===== src/rtl/adpll_pkg.sv =====
`default_nettype none
// +----------------------------------------------------------------------+
// | Package     : adpll_pkg                                              |
// | Description : Shared ADPLL network types: scheduler state encoding,  |
// |               per-state loop gains and node coupling weight tables.  |
// | Revision    : 1.0 - initial release                                  |
// +----------------------------------------------------------------------+
package adpll_pkg;

  typedef enum logic [1:0] {
    ST_IDLE    = 2'd0,
    ST_ACQUIRE = 2'd1,
    ST_TRACK   = 2'd2,
    ST_LOCKED  = 2'd3
  } state_e;

  // Loop gains per state; Kp is Q1.5 and Ki is Q1.8, so 32 is 1.0 and 0.125.
  localparam int c_kp_acquire = 32;
  localparam int c_ki_acquire = 32;
  localparam int c_kp_track   = 16;
  localparam int c_ki_track   = 8;
  localparam int c_kp_locked  = 8;
  localparam int c_ki_locked  = 2;

  // Node weights, each nibble {left, above, right, below}.
  localparam logic [15:0] c_w11_bi  = 16'h2011;
  localparam logic [15:0] c_w12_bi  = 16'h2002;
  localparam logic [15:0] c_w21_bi  = 16'h0220;
  localparam logic [15:0] c_w22_bi  = 16'h2200;
  localparam logic [15:0] c_w11_uni = 16'h4000;
  localparam logic [15:0] c_w12_uni = 16'h4000;
  localparam logic [15:0] c_w21_uni = 16'h0400;
  localparam logic [15:0] c_w22_uni = 16'h2200;

  // Packed node 11 / 12 / 21 / 22 from MSB to LSB.
  localparam logic [63:0] c_weights_bi  = {c_w11_bi, c_w12_bi, c_w21_bi, c_w22_bi};
  localparam logic [63:0] c_weights_uni = {c_w11_uni, c_w12_uni, c_w21_uni, c_w22_uni};

  function automatic int kp_for_state(input state_e s);
    int k;
    k = 0;
    case (s)
      ST_ACQUIRE: k = c_kp_acquire;
      ST_TRACK:   k = c_kp_track;
      ST_LOCKED:  k = c_kp_locked;
      default:    k = 0;
    endcase
    return k;
  endfunction

  function automatic int ki_for_state(input state_e s);
    int k;
    k = 0;
    case (s)
      ST_ACQUIRE: k = c_ki_acquire;
      ST_TRACK:   k = c_ki_track;
      ST_LOCKED:  k = c_ki_locked;
      default:    k = 0;
    endcase
    return k;
  endfunction

endpackage
`default_nettype wire


===== src/rtl/lock_detector.sv =====
`default_nettype none
// +----------------------------------------------------------------------+
// | Module      : lock_detector                                          |
// | Description : Saturating |error| and in-limit / out-of-limit run     |
// |               counters; pulses lock_hit / loss_hit on the tick that  |
// |               completes a run.                                       |
// | Revision    : 1.0 - initial release                                  |
// +----------------------------------------------------------------------+
module lock_detector #(
  parameter int PDET_WIDTH    = 8,
  parameter int LOCK_THRESH   = 4,
  parameter int LOCK_COUNT    = 32,
  parameter int UNLOCK_THRESH = 16,
  parameter int LOSS_COUNT    = 8
) (
  input  logic                         clk,
  input  logic                         rst_n,
  input  logic                         i_tick,
  input  logic                         i_clear,
  input  logic signed [PDET_WIDTH-1:0] i_error,
  output logic                         o_lock_hit,
  output logic                         o_loss_hit
);

  localparam int c_in_w  = $clog2(LOCK_COUNT + 1);
  localparam int c_out_w = $clog2(LOSS_COUNT + 1);

  localparam logic [PDET_WIDTH-2:0] c_lock_thr   = (PDET_WIDTH-1)'(LOCK_THRESH);
  localparam logic [PDET_WIDTH-2:0] c_unlock_thr = (PDET_WIDTH-1)'(UNLOCK_THRESH);
  localparam logic [c_in_w-1:0]     c_in_max     = c_in_w'(LOCK_COUNT);
  localparam logic [c_in_w-1:0]     c_in_last    = c_in_w'(LOCK_COUNT - 1);
  localparam logic [c_out_w-1:0]    c_out_max    = c_out_w'(LOSS_COUNT);
  localparam logic [c_out_w-1:0]    c_out_last   = c_out_w'(LOSS_COUNT - 1);
  localparam logic signed [PDET_WIDTH-1:0] c_err_min = {1'b1, {(PDET_WIDTH-1){1'b0}}};

  logic signed [PDET_WIDTH-1:0] w_err_neg;
  logic [PDET_WIDTH-2:0]        w_err_mag;
  logic                         w_in_limit;
  logic                         w_out_limit;
  logic [c_in_w-1:0]            r_in_cnt;
  logic [c_out_w-1:0]           r_out_cnt;

  assign w_err_neg = -i_error;

  // Magnitude of the phase error; the most negative code saturates to full scale.
  always_comb begin
    w_err_mag = i_error[PDET_WIDTH-2:0];
    if (i_error == c_err_min) begin
      w_err_mag = '1;
    end else if (i_error[PDET_WIDTH-1]) begin
      w_err_mag = w_err_neg[PDET_WIDTH-2:0];
    end
  end

  assign w_in_limit  = (w_err_mag <= c_lock_thr);
  assign w_out_limit = (w_err_mag >  c_unlock_thr);

  // Consecutive-tick run counters; a state change in the scheduler restarts both.
  always_ff @(posedge clk or negedge rst_n) begin
    if (!rst_n) begin
      r_in_cnt  <= '0;
      r_out_cnt <= '0;
    end else if (i_clear) begin
      r_in_cnt  <= '0;
      r_out_cnt <= '0;
    end else if (i_tick) begin
      if (!w_in_limit)             r_in_cnt <= '0;
      else if (r_in_cnt != c_in_max) r_in_cnt <= r_in_cnt + 1'b1;
      if (!w_out_limit)              r_out_cnt <= '0;
      else if (r_out_cnt != c_out_max) r_out_cnt <= r_out_cnt + 1'b1;
    end
  end

  // Hits fire on the tick that brings a run to its target length.
  assign o_lock_hit = i_tick && w_in_limit  && (r_in_cnt  == c_in_last);
  assign o_loss_hit = i_tick && w_out_limit && (r_out_cnt == c_out_last);

endmodule
`default_nettype wire


===== src/rtl/network_gain_scheduler.sv =====
`default_nettype none
// +----------------------------------------------------------------------+
// | Module      : network_gain_scheduler                                 |
// | Description : Sequences the ADPLL network IDLE -> ACQUIRE -> TRACK   |
// |               -> LOCKED, drives loop gains, enable, lock flag and    |
// |               the topology-dependent node coupling weights.          |
// | Revision    : 1.0 - initial release                                  |
// +----------------------------------------------------------------------+
import adpll_pkg::*;

module network_gain_scheduler #(
  parameter int PDET_WIDTH    = 8,
  parameter int KP_WIDTH      = 6,
  parameter int KI_WIDTH      = 9,
  parameter int ACQ_TICKS     = 64,
  parameter int TRK_TICKS     = 128,
  parameter int LOCK_THRESH   = 4,
  parameter int LOCK_COUNT    = 32,
  parameter int UNLOCK_THRESH = 16,
  parameter int LOSS_COUNT    = 8
) (
  input  logic                         fpga_clk_i,
  input  logic                         rst_n_i,
  input  logic                         enable_i,
  input  logic                         uni_dir_i,
  input  logic                         manual_i,
  input  logic [3:0]                   kp_manual_i,
  input  logic [3:0]                   ki_manual_i,
  input  logic                         ref_tick_i,
  input  logic signed [PDET_WIDTH-1:0] error_i,
  output logic                         enable_o,
  output logic [KP_WIDTH-1:0]          kp_o,
  output logic [KI_WIDTH-1:0]          ki_o,
  output logic [63:0]                  weights_o,
  output logic                         locked_o,
  output logic [1:0]                   state_o
);

  localparam int c_tick_max = (ACQ_TICKS > TRK_TICKS) ? ACQ_TICKS : TRK_TICKS;
  localparam int c_tick_w   = $clog2(c_tick_max + 1);
  localparam logic [c_tick_w-1:0] c_acq_last = c_tick_w'(ACQ_TICKS - 1);
  localparam logic [c_tick_w-1:0] c_trk_last = c_tick_w'(TRK_TICKS - 1);

  state_e                r_state;
  state_e                w_state_nxt;
  logic                  w_state_chg;
  logic [c_tick_w-1:0]   r_tick_cnt;
  logic                  r_uni_dir_q;
  logic                  w_topo_chg;
  logic                  w_acq_done;
  logic                  w_trk_timeout;
  logic                  w_lock_hit;
  logic                  w_loss_hit;
  logic [KP_WIDTH-1:0]   r_kp;
  logic [KI_WIDTH-1:0]   r_ki;
  logic [63:0]           r_weights;

  lock_detector #(
    .PDET_WIDTH    (PDET_WIDTH),
    .LOCK_THRESH   (LOCK_THRESH),
    .LOCK_COUNT    (LOCK_COUNT),
    .UNLOCK_THRESH (UNLOCK_THRESH),
    .LOSS_COUNT    (LOSS_COUNT)
  ) u_lock_detector (
    .clk        (fpga_clk_i),
    .rst_n      (rst_n_i),
    .i_tick     (ref_tick_i),
    .i_clear    (w_state_chg),
    .i_error    (error_i),
    .o_lock_hit (w_lock_hit),
    .o_loss_hit (w_loss_hit)
  );

  // Topology edge: live input compared against last clock's sample.
  assign w_topo_chg    = uni_dir_i ^ r_uni_dir_q;
  assign w_acq_done    = ref_tick_i && (r_tick_cnt == c_acq_last);
  assign w_trk_timeout = ref_tick_i && (r_tick_cnt == c_trk_last);

  // Next-state logic; disable wins everywhere, topology change beats lock/loss.
  always_comb begin
    w_state_nxt = r_state;
    if (!enable_i) begin
      w_state_nxt = ST_IDLE;
    end else begin
      case (r_state)
        ST_IDLE:    w_state_nxt = ST_ACQUIRE;
        ST_ACQUIRE: if (w_acq_done) w_state_nxt = ST_TRACK;
        ST_TRACK: begin
          if (w_topo_chg)         w_state_nxt = ST_ACQUIRE;
          else if (w_lock_hit)    w_state_nxt = ST_LOCKED;
          else if (w_trk_timeout) w_state_nxt = ST_ACQUIRE;
        end
        ST_LOCKED:  if (w_topo_chg || w_loss_hit) w_state_nxt = ST_ACQUIRE;
        default:    w_state_nxt = ST_IDLE;
      endcase
    end
  end

  assign w_state_chg = (w_state_nxt != r_state);

  // State register and topology sample.
  always_ff @(posedge fpga_clk_i or negedge rst_n_i) begin
    if (!rst_n_i) begin
      r_state     <= ST_IDLE;
      r_uni_dir_q <= 1'b0;
    end else begin
      r_state     <= w_state_nxt;
      r_uni_dir_q <= uni_dir_i;
    end
  end

  // Reference tick counter: restarts on every state change, saturates at full scale.
  always_ff @(posedge fpga_clk_i or negedge rst_n_i) begin
    if (!rst_n_i) begin
      r_tick_cnt <= '0;
    end else if (w_state_chg) begin
      r_tick_cnt <= '0;
    end else if (ref_tick_i && (r_tick_cnt != '1)) begin
      r_tick_cnt <= r_tick_cnt + 1'b1;
    end
  end

  // Gains follow the registered state one clock later; manual override outside IDLE.
  always_ff @(posedge fpga_clk_i or negedge rst_n_i) begin
    if (!rst_n_i) begin
      r_kp <= '0;
      r_ki <= '0;
    end else if (manual_i && (r_state != ST_IDLE)) begin
      r_kp <= KP_WIDTH'(kp_manual_i);
      r_ki <= KI_WIDTH'(ki_manual_i);
    end else begin
      r_kp <= KP_WIDTH'(kp_for_state(r_state));
      r_ki <= KI_WIDTH'(ki_for_state(r_state));
    end
  end

  // Coupling weights track the topology input with one clock of latency in any state.
  always_ff @(posedge fpga_clk_i or negedge rst_n_i) begin
    if (!rst_n_i) begin
      r_weights <= '0;
    end else begin
      r_weights <= uni_dir_i ? c_weights_uni : c_weights_bi;
    end
  end

  assign kp_o      = r_kp;
  assign ki_o      = r_ki;
  assign weights_o = r_weights;
  assign enable_o  = (r_state != ST_IDLE);
  assign locked_o  = (r_state == ST_LOCKED);
  assign state_o   = r_state;

endmodule
`default_nettype wire


===== config.mk =====
export PLATFORM = sky130hd
export DESIGN_NAME = network_gain_scheduler
export DESIGN_NICKNAME = d
export VERILOG_FILES = /design/src/rtl/adpll_pkg.sv /design/src/rtl/lock_detector.sv /design/src/rtl/network_gain_scheduler.sv
export SDC_FILE = /design/constraint.sdc
export NUM_CORES = 1
export LEC_CHECK = 0
export CAP_MARGIN = 5
export CORE_AREA = 4 4 68 102
export CTS_CLUSTER_SIZE = 10
export DETAILED_ROUTE_END_ITERATION = 8
export DIE_AREA = 0 0 72 106
export MAX_ROUTING_LAYER = met4
export PLACE_DENSITY = 0.79
export RECOVER_POWER = 25
export SYNTH_ARGS = -nofsm -noshare
export SYNTH_HDL_FRONTEND = slang
export SYNTH_SLANG_ARGS = --single-unit

===== constraint.sdc =====
create_clock -name fpga_clk_i -period 2.6 [get_ports fpga_clk_i]
set_clock_uncertainty 0.2 [all_clocks]
set_input_delay 0.52 -clock fpga_clk_i [delete_from_list [all_inputs] [get_ports fpga_clk_i]]
set_output_delay 0.52 -clock fpga_clk_i [all_outputs]
set_load 0.03 [all_outputs]

==> results.json <==
{
  "async_flop_share": 1.000,
  "grt_overflow": 0,
  "violations": "negative setup slack",
  "setup_viol": 14,
  "grt_pass1_wl_um": 9929,
  "synthFlopType": "dfrtp_1",
  "hpwl_um": 4303,
  "die-area_sq_um": 7632,
  "hold_path_class": "flip-flop to flip-flop",
  "syn_area_sq_um": 2600,
  "arrival_ps": 2630,
  "clock-root-buffer": "clkbuf_8",
  "path_class": "primary input to flip-flop",
  "io_buffers": 48,
  "initial_utilization": 0.4302,
  "clk_latency_ps": 290,
  "worstSetupEndpointType": "flip-flop",
  "drc": 0,
  "clockBufferDepth": 2,
  "drive_gt1_frac": 0.2514,
  "switchingPower_mw": 0.4793,
  "placementRows": 35,
  "wl_per_cell_um": 14.07,
  "cts.sinks": 33,
  "cts_max_level": 2,
  "status": "finished with violations",
  "io_pins": 105,
  "drt_iter0_markers": 168,
  "design_area_sq_um": 3450,
  "rsz0062_at_grt": "yes",
  "finalHoldViolCount": 0,
  "worstMarginPinSlew_ps": 915.1,
  "yosysWarnings": 0,
  "internal_power_mw": 0.9903,
  "syn2layout_area_growth_pct": 32.68,
  "ant_nets": 0,
  "die_w_um": 72,
  "dp_cells": 412,
  "p_leak_nw": 1.558,
  "vias": 2132,
  "critPathMaxFanout": 5,
  "p_seq_frac": 0.372,
  "cp.required_ps": 2570,
  "layout_setup_ws_ps": -65.71,
  "drt-vias-per-instance": 4.935,
  "grt_pass1_vias": 2138,
  "seq_area_frac_synth": 0.3176,
  "synth_enable_flop_cells": 0,
  "syn_avg_cell_area_sq_um": 9.155,
  "cap_viol_max_count": 0,
  "insertedDiodeCount": 0,
  "place.gp.congestion": 0.8651,
  "p_clk_frac": 0.346,
  "die_h_um": 106,
  "coreArea_sq_um": 6043,
  "cts_hold_buf": 0,
  "period_share": 1.025,
  "synth_cells": 284,
  "synth_seq_cells": 33,
  "antenna_found_initial": 0,
  "timing.final.max_slew_violations": 0,
  "fmax_mhz": 375.1,
  "slew-limit-headroom": 0.3847,
  "path_clk_slew_ps": 70,
  "tns_ps": -643.2,
  "max-vdd-ir-drop_mv": 0.2289,
  "dpl-instance-area_sq_um": 3044,
  "cts_tree": "built",
  "wirelength_um": 6078,
  "crit_path_start_kind": "primary input",
  "cts_buffers": 5,
  "power_frac_comb": 0.282,
  "grt_max_degree": 34,
  "layout.nets": 385,
  "power.density_nw_per_um2": 426.0,
  "ys_types": 52,
  "drtPass1Iterations": 4,
  "period_minus_slack_ps": 2666,
  "final_cells": 432,
  "power_switching_share": 0.3261,
  "grt_use_total": 0.1701
}
## metrics by stage
stage                     setup WS (ps)  total power [mW]  hold WS, ps  utilization
final                            -65.71             1.470        396.2       0.5708
after global routing             -141.8             1.529        429.2       0.5708
after detailed placement          -1042            0.9415        366.3       0.5037
after CTS                        -107.0             1.466        393.1       0.5698
after global placement           -936.2            0.9318        358.6       0.5037
after floorplan                  -61.67            0.8838        24.41            -
## state kept, by name (all words and copies together), names as in the netlist
register,flops
r_tick_cnt,8
kp_o,6
u_lock_detector.r_in_cnt,6
ki_o,4
u_lock_detector.r_out_cnt,4
weights_o,3
state_o,2
## synthesized netlist by cell type (2+ instances only)
cell type | n | area, sq um
a211o_1 | 2 | 17.52
a22oi_1 | 5 | 37.54
a32oi_1 | 2 | 17.52
and2_1 | 3 | 18.77
and3_1 | 7 | 43.79
buf_2 | 2 | 10.01
buf_4 | 67 | 503.0
buf_6 | 4 | 45.04
clkbuf_1 | 5 | 18.77
conb_1 | 2 | 7.510
dfrtp_1 | 33 | 825.8
ha_1 | 6 | 75.07
inv_1 | 10 | 37.54
mux2i_1 | 3 | 30.03
nand2_1 | 16 | 60.06
nand2b_1 | 6 | 37.54
nand3_1 | 10 | 50.05
nand3b_1 | 2 | 15.01
nor2_1 | 13 | 48.80
nor2b_1 | 5 | 31.28
nor3_1 | 14 | 70.07
nor3_2 | 10 | 100.1
nor3b_1 | 2 | 15.01
nor4_1 | 3 | 18.77
o211a_1 | 2 | 20.02
o211ai_1 | 2 | 15.01
o21ai_0 | 6 | 30.03
o31ai_1 | 7 | 52.55
or3_1 | 2 | 12.51
or4_1 | 2 | 15.01
xnor2_1 | 8 | 70.07
xor2_1 | 3 | 26.28
## power by group through the flow
stage	sequential [mW]	combinational (mW)	clock, mW
6_report	0.547	0.414	0.509
5_1_grt	0.549	0.443	0.537
4_1_cts	0.546	0.406	0.513
3_5_place_dp	0.556	0.385	0
3_3_place_gp	0.555	0.377	0
2_1_floorplan	0.570	0.314	0
## worst paths after layout
path                                            from                                      end  slack (ps)  depth (start not counted)
setup / recovery                          error_i[1]  u_lock_detector.r_in_cnt[4]$_DFFE_PN0P_         -70                         12
max in group asynchronous                    rst_n_i  u_lock_detector.r_in_cnt[2]$_DFFE_PN0P_        1020                          2
hold reg to reg            r_tick_cnt[4]$_DFFE_PN0P_                r_tick_cnt[4]$_DFFE_PN0P_         400                          2
min in group asynchronous                    rst_n_i                        kp_o[1]$_DFF_PN0_         660                          2
hold / removal             r_tick_cnt[4]$_DFFE_PN0P_                r_tick_cnt[4]$_DFFE_PN0P_         400                          2
setup reg to reg           r_tick_cnt[0]$_DFFE_PN0P_  u_lock_detector.r_in_cnt[4]$_DFFE_PN0P_         150                         10
## cells in the final DEF (no fill, tap or decap), types with 3 or more instances in the layout
cell type         n
a22oi_1           5
and2_1            3
and3_1            7
buf_12            4
buf_4            30
buf_6             6
clkbuf_8          6
clkdlybuf4s50_1  37
conb_1           57
dfrtp_1          33
dlygate4sd2_1     3
ha_1              5
inv_1             8
mux2i_1           3
nand2_1          16
nand2b_1          6
nand3_1          10
nor2_1           12
nor2b_1           5
nor3_1            5
nor3_2           14
nor3_4            5
o21ai_0           6
o31ai_1           7
xnor2_1           7
xor2_1            3
## what timing repair did
| item | 4_1_cts | 5_1_grt |
|---|---|---|
| buffers inserted | 10 | 0 |
| gates cloned | 3 | 0 |
| endpoints found under the setup margin | 20 | 19 |
| pin swaps | 20 | 10 |
| resized for setup | 46 | 10 |
## kinds of logic (layout without fill, tap and decap cells)
logic type	after synthesis	after routing	synth area share
other	2	57	0.002888
flip-flops	33	33	0.3176
adder cells (fa/ha/maj)	6	6	0.02887
multiplexers	3	3	0.01155
buffers and inverters	89	108	0.2421
AO/OA/AOI/OAI	36	36	0.1170
XOR/XNOR	11	11	0.03706
AND/OR/NAND/NOR	104	104	0.2430
## worst max-delay path, stage by stage
cell and delay (ps):
buf_8 100, or4_4 550, buf_6 140, nor4b_4 210, buf_4 160, a311oi_4 40, o2111a_2 310, a211oi_4 160
buf_6 160, buf_12 120, buf_16 120, nor3_2 40
## cell type report
cell class | count | area, sq um
inverter | 10 | 37.54
tap | 74 | 92.59
timing repair buffer | 90 | 892.1
sequential | 33 | 825.8
fill | 509 | 2594
clock buffer | 7 | 86.33
multi-input combinational | 217 | 1485
clock inverter | 1 | 30.03
## routing by layer
| layer | part of all wire | wire (um) | vias to the layer above | track usage |
|---|---|---|---|---|
| li1 | - | - | 1003 | - |
| met1 | 0.33 | 1977 | 998 | 0.1628 |
| met2 | 0.56 | 3386 | 119 | 0.3191 |
| met3 | 0.095 | 579 | 12 | 0.04636 |
| met4 | 0.022 | 135 | 0 | 0.05780 |
| met5 | 0 | 0 | - | - |
(Power assumes the default switching activity.)
==> edit 1: new RTL, same flow settings <==
Register the outputs `enable_o` and `locked_o`, cleared by the reset; this adds one clock of latency there. The other outputs are not delayed to match.
--- a/src/rtl/network_gain_scheduler.sv
+++ b/src/rtl/network_gain_scheduler.sv
@@ -148,4 +148,11 @@
   assign weights_o = r_weights;
-  assign enable_o  = (r_state != ST_IDLE);
-  assign locked_o  = (r_state == ST_LOCKED);
+  always_ff @(posedge fpga_clk_i or negedge rst_n_i) begin
+    if (!rst_n_i) begin
+      enable_o <= '0;
+      locked_o <= '0;
+    end else begin
+      enable_o <= (r_state != ST_IDLE);
+      locked_o <= (r_state == ST_LOCKED);
+    end
+  end
   assign state_o   = r_state;
Formal check against the unedited RTL: not equivalent (a bounded check fails within 4 cycles, from zero or initial values and one cycle with rst_n_i low).
==> edit 1 against the original RTL <==
Routed wire length is 2.6% higher; sequential cell count is 2 higher; maximum frequency is 5.1% higher; global-route usage is 0.39 points lower; power is 3.2% higher; design area is 1.3% higher; synthesized area is 0.29% higher; core utilization is 0.72 points higher; setup slack better by 130 ps; count of clock-buffer cells in the layout is 2 lower; register-to-register slack worse by 60 ps.
==> edit 1: results (changes against the original RTL) <==
routing:
  first_iter_violations: 132  # -21%
  vias_per_cell: 5.00  # +1.3%
  avgRoutedWirePerCell_um: 14.4  # +2.6%
worst_setup_path:
  cp_data_arrival_time_ps: 2540  # -90 ps
  slowest_delay_ps: 390  # -160 ps
  crit_end: "r_tick_cnt[6]$_DFFE_PN0P_"
  crit_fanout: 7  # +2
  cp_top_family: "compound AO/OA/AOI/OAI gates"
  r2r_end: "u_lock_detector.r_out_cnt[0]$_DFFE_PN0P_"
  reg2reg_slack_ps: 90  # -60 ps
  cp_slowest_cell: "or3b_4"
worst_hold_path:
  min_from: "r_tick_cnt[0]$_DFFE_PN0P_"
  hold_end: "r_tick_cnt[0]$_DFFE_PN0P_"
timing:
  tightest_slew_ps: 887  # -28.1 ps
  final.setup.worst_slack_ps: 64.0  # +130 ps
outcome:
  status: "completed"
place:
  place_hpwl_um: 4460  # +3.7%
  pre_cts_ws_ps: -499  # +543 ps
  post_dp_cell_area_mm2: 0.00316  # +3.8%
  gp_congestion: 0.900  # +4.0%
global_routing:
  grt_pass1_wl_um: 9850  # -0.77%
  grt_pass1_vias: 2121  # -0.80%
  grt_usage_pct: 16.6  # -0.39 points
synth:
  synth_commonest_cells: "buf_4 (69), dfrtp_1 (35), nand2_1 (14)"
  avgSynthCellArea_um2: 9.59  # +4.7%
  synth.distinct_cells: 59  # +13%
  synth_adder_area_share_pct: 2.88  # -0.0083 points
  synth-xor-area-share_pct: 3.02  # -0.68 points
layout:
  drive_gt1_share_pct: 28.8  # +3.6 points
pwr:
  ir_drop_v: 0.000296  # +29%
[edit 1: cell types whose count changed after synthesis, moves of 3 or more]
cell / change
a21oi_1: +4
nor2_1: -5
buf_6: -3
a22oi_1: -3
nand2b_1: -5
nand4_1: +3
o31ai_1: -4
nor3_1: -8
xnor2_1: -4
a21boi_0: +3
and3_1: +3
[edit 1: worst reg2reg max path, stage by stage, from the launching register on]
cell	delay [ps]
dfrtp_1	410
ha_1	230
and4b_1	190
and3_1	190
o41ai_1	310
buf_4	170
o21ai_2	60
buf_4	140
buf_4	120
buf_4	120
buf_4	140
a21oi_1	140
[edit 1: per-layer routing]
metal  wire length [µm]  up-vias  global-route usage [%]
li1                   -     1006                       -
met1               2110     1050                    16.2
met2               3580       93                    31.8
met3                399       11                    1.51
met4                146        0                    7.93
met5                  0        -                       -
[edit 1: report_power, final]
group          leakage (nW)  switching, mW  total, mW  internal, mW
Clock                0.0581          0.206      0.491         0.285
Combinational          1.10          0.284      0.452         0.168
Sequential            0.470         0.0147      0.574         0.559
[edit 1: cell type report]
type | count | area [µm²] | share of cell area, %
Multi-Input combinational cell | 205 | 1460 | 41.7
Timing Repair Buffer | 98 | 912 | 26.1
Sequential cell | 35 | 876 | 25.1
Tap cell | 74 | 92.6 | 2.65
Clock buffer | 5 | 68.8 | 1.97
Inverter | 12 | 45.0 | 1.29
Clock inverter | 3 | 43.8 | 1.25
[edit 1: cell families after synthesis]
kind of cell	Yosys count
multiplexers	2
other	2
flip-flops	35
AND/OR/NAND/NOR	86
AO/OA/AOI/OAI	45
XOR/XNOR	9
buffers and inverters	87
adder cells (fa/ha/maj)	6
[edit 1: what timing repair did]
item	4_1_cts	5_1_grt
gates cloned	1	1
setup endpoints to repair	19	19
gates resized for setup	17	18
pin swaps	6	6
buffers inserted	6	3
==> edit 2: new RTL, config.mk and constraints unchanged <==
Without the edit above. `UNLOCK_THRESH` is set to 16 in 2 places; all go to 8.
--- a/src/rtl/lock_detector.sv
+++ b/src/rtl/lock_detector.sv
@@ -12,3 +12,3 @@
   parameter int LOCK_COUNT    = 32,
-  parameter int UNLOCK_THRESH = 16,
+  parameter int UNLOCK_THRESH = 8,
   parameter int LOSS_COUNT    = 8
--- a/src/rtl/network_gain_scheduler.sv
+++ b/src/rtl/network_gain_scheduler.sv
@@ -18,3 +18,3 @@
   parameter int LOCK_COUNT    = 32,
-  parameter int UNLOCK_THRESH = 16,
+  parameter int UNLOCK_THRESH = 8,
   parameter int LOSS_COUNT    = 8
Formal check against the unedited RTL: no difference found for any inputs over 10 cycles, from zero or initial values and one cycle with rst_n_i low; that may be too few to reach the edited logic, so the function may still have changed.
==> edit 2 against the original RTL <==
The run still ends with setup timing left; register-to-register slack worse by 50 ps; sequential cell count stayed put; count of clock-buffer cells in the layout is 1 lower; non-clock buffer count is 6 lower; setup slack worse by 110 ps; core utilization is 2.0 points lower; design area is 3.5% lower; highest routed layer unchanged; largest cell class unchanged; routed wire length is 2.1% lower; power is 12% lower; synthesized area is 2.5% lower; first-iteration DRC count is 50% lower.
==> edit 2: results (changes against the original RTL) <==
outcome:
  status: "finished with violations"
  violations: "setup timing"
synth:
  synth.distinct_cells: 52  # unchanged
  synth_edf_count: 0  # unchanged
  synth_area_leaders: "dfrtp_1 (33%), buf_4 (20%), nor3_2 (3.9%), ha_1 (3.0%), nand2_1 (3.0%)"
  synth-seq-area-share_pct: 32.6  # +0.80 points
  synth_commonest_cells: "buf_4 (68), dfrtp_1 (33), nand2_1 (20)"
  yosysWarnings: 0  # unchanged
  async_flop_share_pct: 100  # unchanged
  syn_inst: 279  # -1.8%
  synth_flop_cell: "dfrtp_1"
worst_setup_path:
  cp_data_arrival_time_ps: 2740  # +110 ps
  reg2reg_slack_ps: 100  # -50 ps
  crit_fanout: 7  # +2
  cp_slowest_cell: "or4b_4"
  cp_top_family: "simple AND/OR/NAND/NOR gates"
  slowest_delay_ps: 550  # about the same
layout:
  final_nets: 379  # -1.6%
  instances_no_fill: 426  # -1.4%
  regMostFlops: "r_tick_cnt"
  largest_reg_flops: 8  # unchanged
  antennaDiodeCount: 0  # unchanged
  drive_gt1_share_pct: 25.3  # +0.14 points
clock_network:
  cts_made_buffers: 5  # unchanged
  path_clk_slew_ps: 70  # about the same
  clockBufferDepth: 2  # unchanged
  clkLatencyLatePin_ps: 280
  cts_max_level: 2  # unchanged
  root_buffer: "clkbuf_8"
place:
  port_buffers: 48  # unchanged
  place_hpwl_um: 4110  # -4.4%
  gp_congestion: 0.864  # -0.14%
  dp_cells: 406  # -1.5%
timing:
  setup_viol: 18  # +4
  final.setup.worst_slack_ps: -176  # -111 ps
  slew_headroom_pct: 45.8  # +7.3 points
global_routing:
  antenna_found_initial: 0  # unchanged
  grt_pass1_vias: 2097  # -1.9%
  grt_max_degree: 34  # unchanged
  grt_overflow: 0  # unchanged
  grt_pass1_wl_um: 9650  # -2.8%
  grt_usage_pct: 16.2  # -0.82 points
worst_hold_path:
  hp-class: "flip-flop to flip-flop"
routing:
  first_iter_violations: 84  # -50%
  vias_per_cell: 5.04  # +2.1%
  first_pass_iters: 4  # unchanged
  routed_wl_um: 5950  # -2.1%
  drc: 0  # unchanged
pwr:
  ir_drop_v: 0.000159  # -31%
  power_leakage_nw: 1.48  # -5.1%
-- edit 2: changes by cell type in the layout (fill, tap and decap cells not counted), sizes merged, moves of 5 or more --
cell / change
a21oi: +5
nor2: -7
xnor2: -5
nand4: +7
buf: -9
-- edit 2: power by group --
group | internal (mW) | switching [mW]
logic | 0.139 | 0.252
registers | 0.527 | 0.0120
clock network | 0.185 | 0.182
total | 0.851 | 0.447
-- edit 2: routing by layer --
layer	track usage, %	up-vias	part of all wire, %
met5	-	-	0
met4	6.05	0	2.0
met3	4.26	12	9.6
met2	29.4	112	54
met1	16.2	1020	34
li1	-	1002	-
-- edit 2: cell families after synthesis --
kind of cell	synth area share, %
AOI/OAI and AO/OA	13.5
adders and majority gates	2.96
xor gates and xnor gates	2.42
muxes	0.789
buffers and inverters	23.8
and+or+nand+nor	23.7
DFF	32.6
other	0.296
-- edit 2: worst paths after layout --
kind,start,endpoint,cells after the start
min reg2reg,u_lock_detector.r_out_cnt[3]$_DFFE_PN0P_,u_lock_detector.r_out_cnt[3]$_DFFE_PN0P_,2
min,u_lock_detector.r_out_cnt[3]$_DFFE_PN0P_,u_lock_detector.r_out_cnt[3]$_DFFE_PN0P_,2
max in group asynchronous,rst_n_i,kp_o[5]$_DFF_PN0_,2
max,error_i[1],r_tick_cnt[1]$_DFFE_PN0P_,12
max reg2reg,u_lock_detector.r_in_cnt[1]$_DFFE_PN0P_,u_lock_detector.r_in_cnt[1]$_DFFE_PN0P_,9
min in group asynchronous,rst_n_i,ki_o[2]$_DFF_PN0_,2
-- edit 2: layout make-up --
class / instances / area, µm²
inverters: 11 / 61.3
multi-input cells: 216 / 1460
flip-flops and latches: 33 / 826
clock inverters: 2 / 10.0
fillers: 516 / 2710
well taps: 74 / 92.6
clock buffers: 6 / 72.6
repair buffers: 84 / 812
-- edit 2: timing repair --
| item | in CTS | in global routing |
|---|---|---|
| endpoints found under the hold margin | 0 | 0 |
| hold buffers | 0 | 0 |
| setup endpoints to repair | 20 | 19 |
| pin swaps | 23 | 9 |
| setup buffers | 7 | 2 |
| cloned | 4 | 0 |
| gates resized for setup | 26 | 14 |
-- edit 2: worst min-delay path, stage by stage, from the launching register on --
cell     delay (ps)
dfrtp_1         360
a22oi_1          90
nor3_2          100
-- edit 2: per-stage QoR --
stage | area, µm² | worst slack, ps | hold WS, ps | TNS [ps] | total power [mW]
after floorplan | 2790 | -233 | 24.4 | -3210 | 0.853
after global placement | 3000 | -963 | 357 | -18070 | 0.896
after detailed placement | 3000 | -989 | 374 | -18230 | 0.904
after CTS | 3280 | -284 | 396 | -3680 | 1.30
after global routing | 3330 | -234 | 431 | -3400 | 1.36
final | 3330 | -176 | 394 | -2700 | 1.30
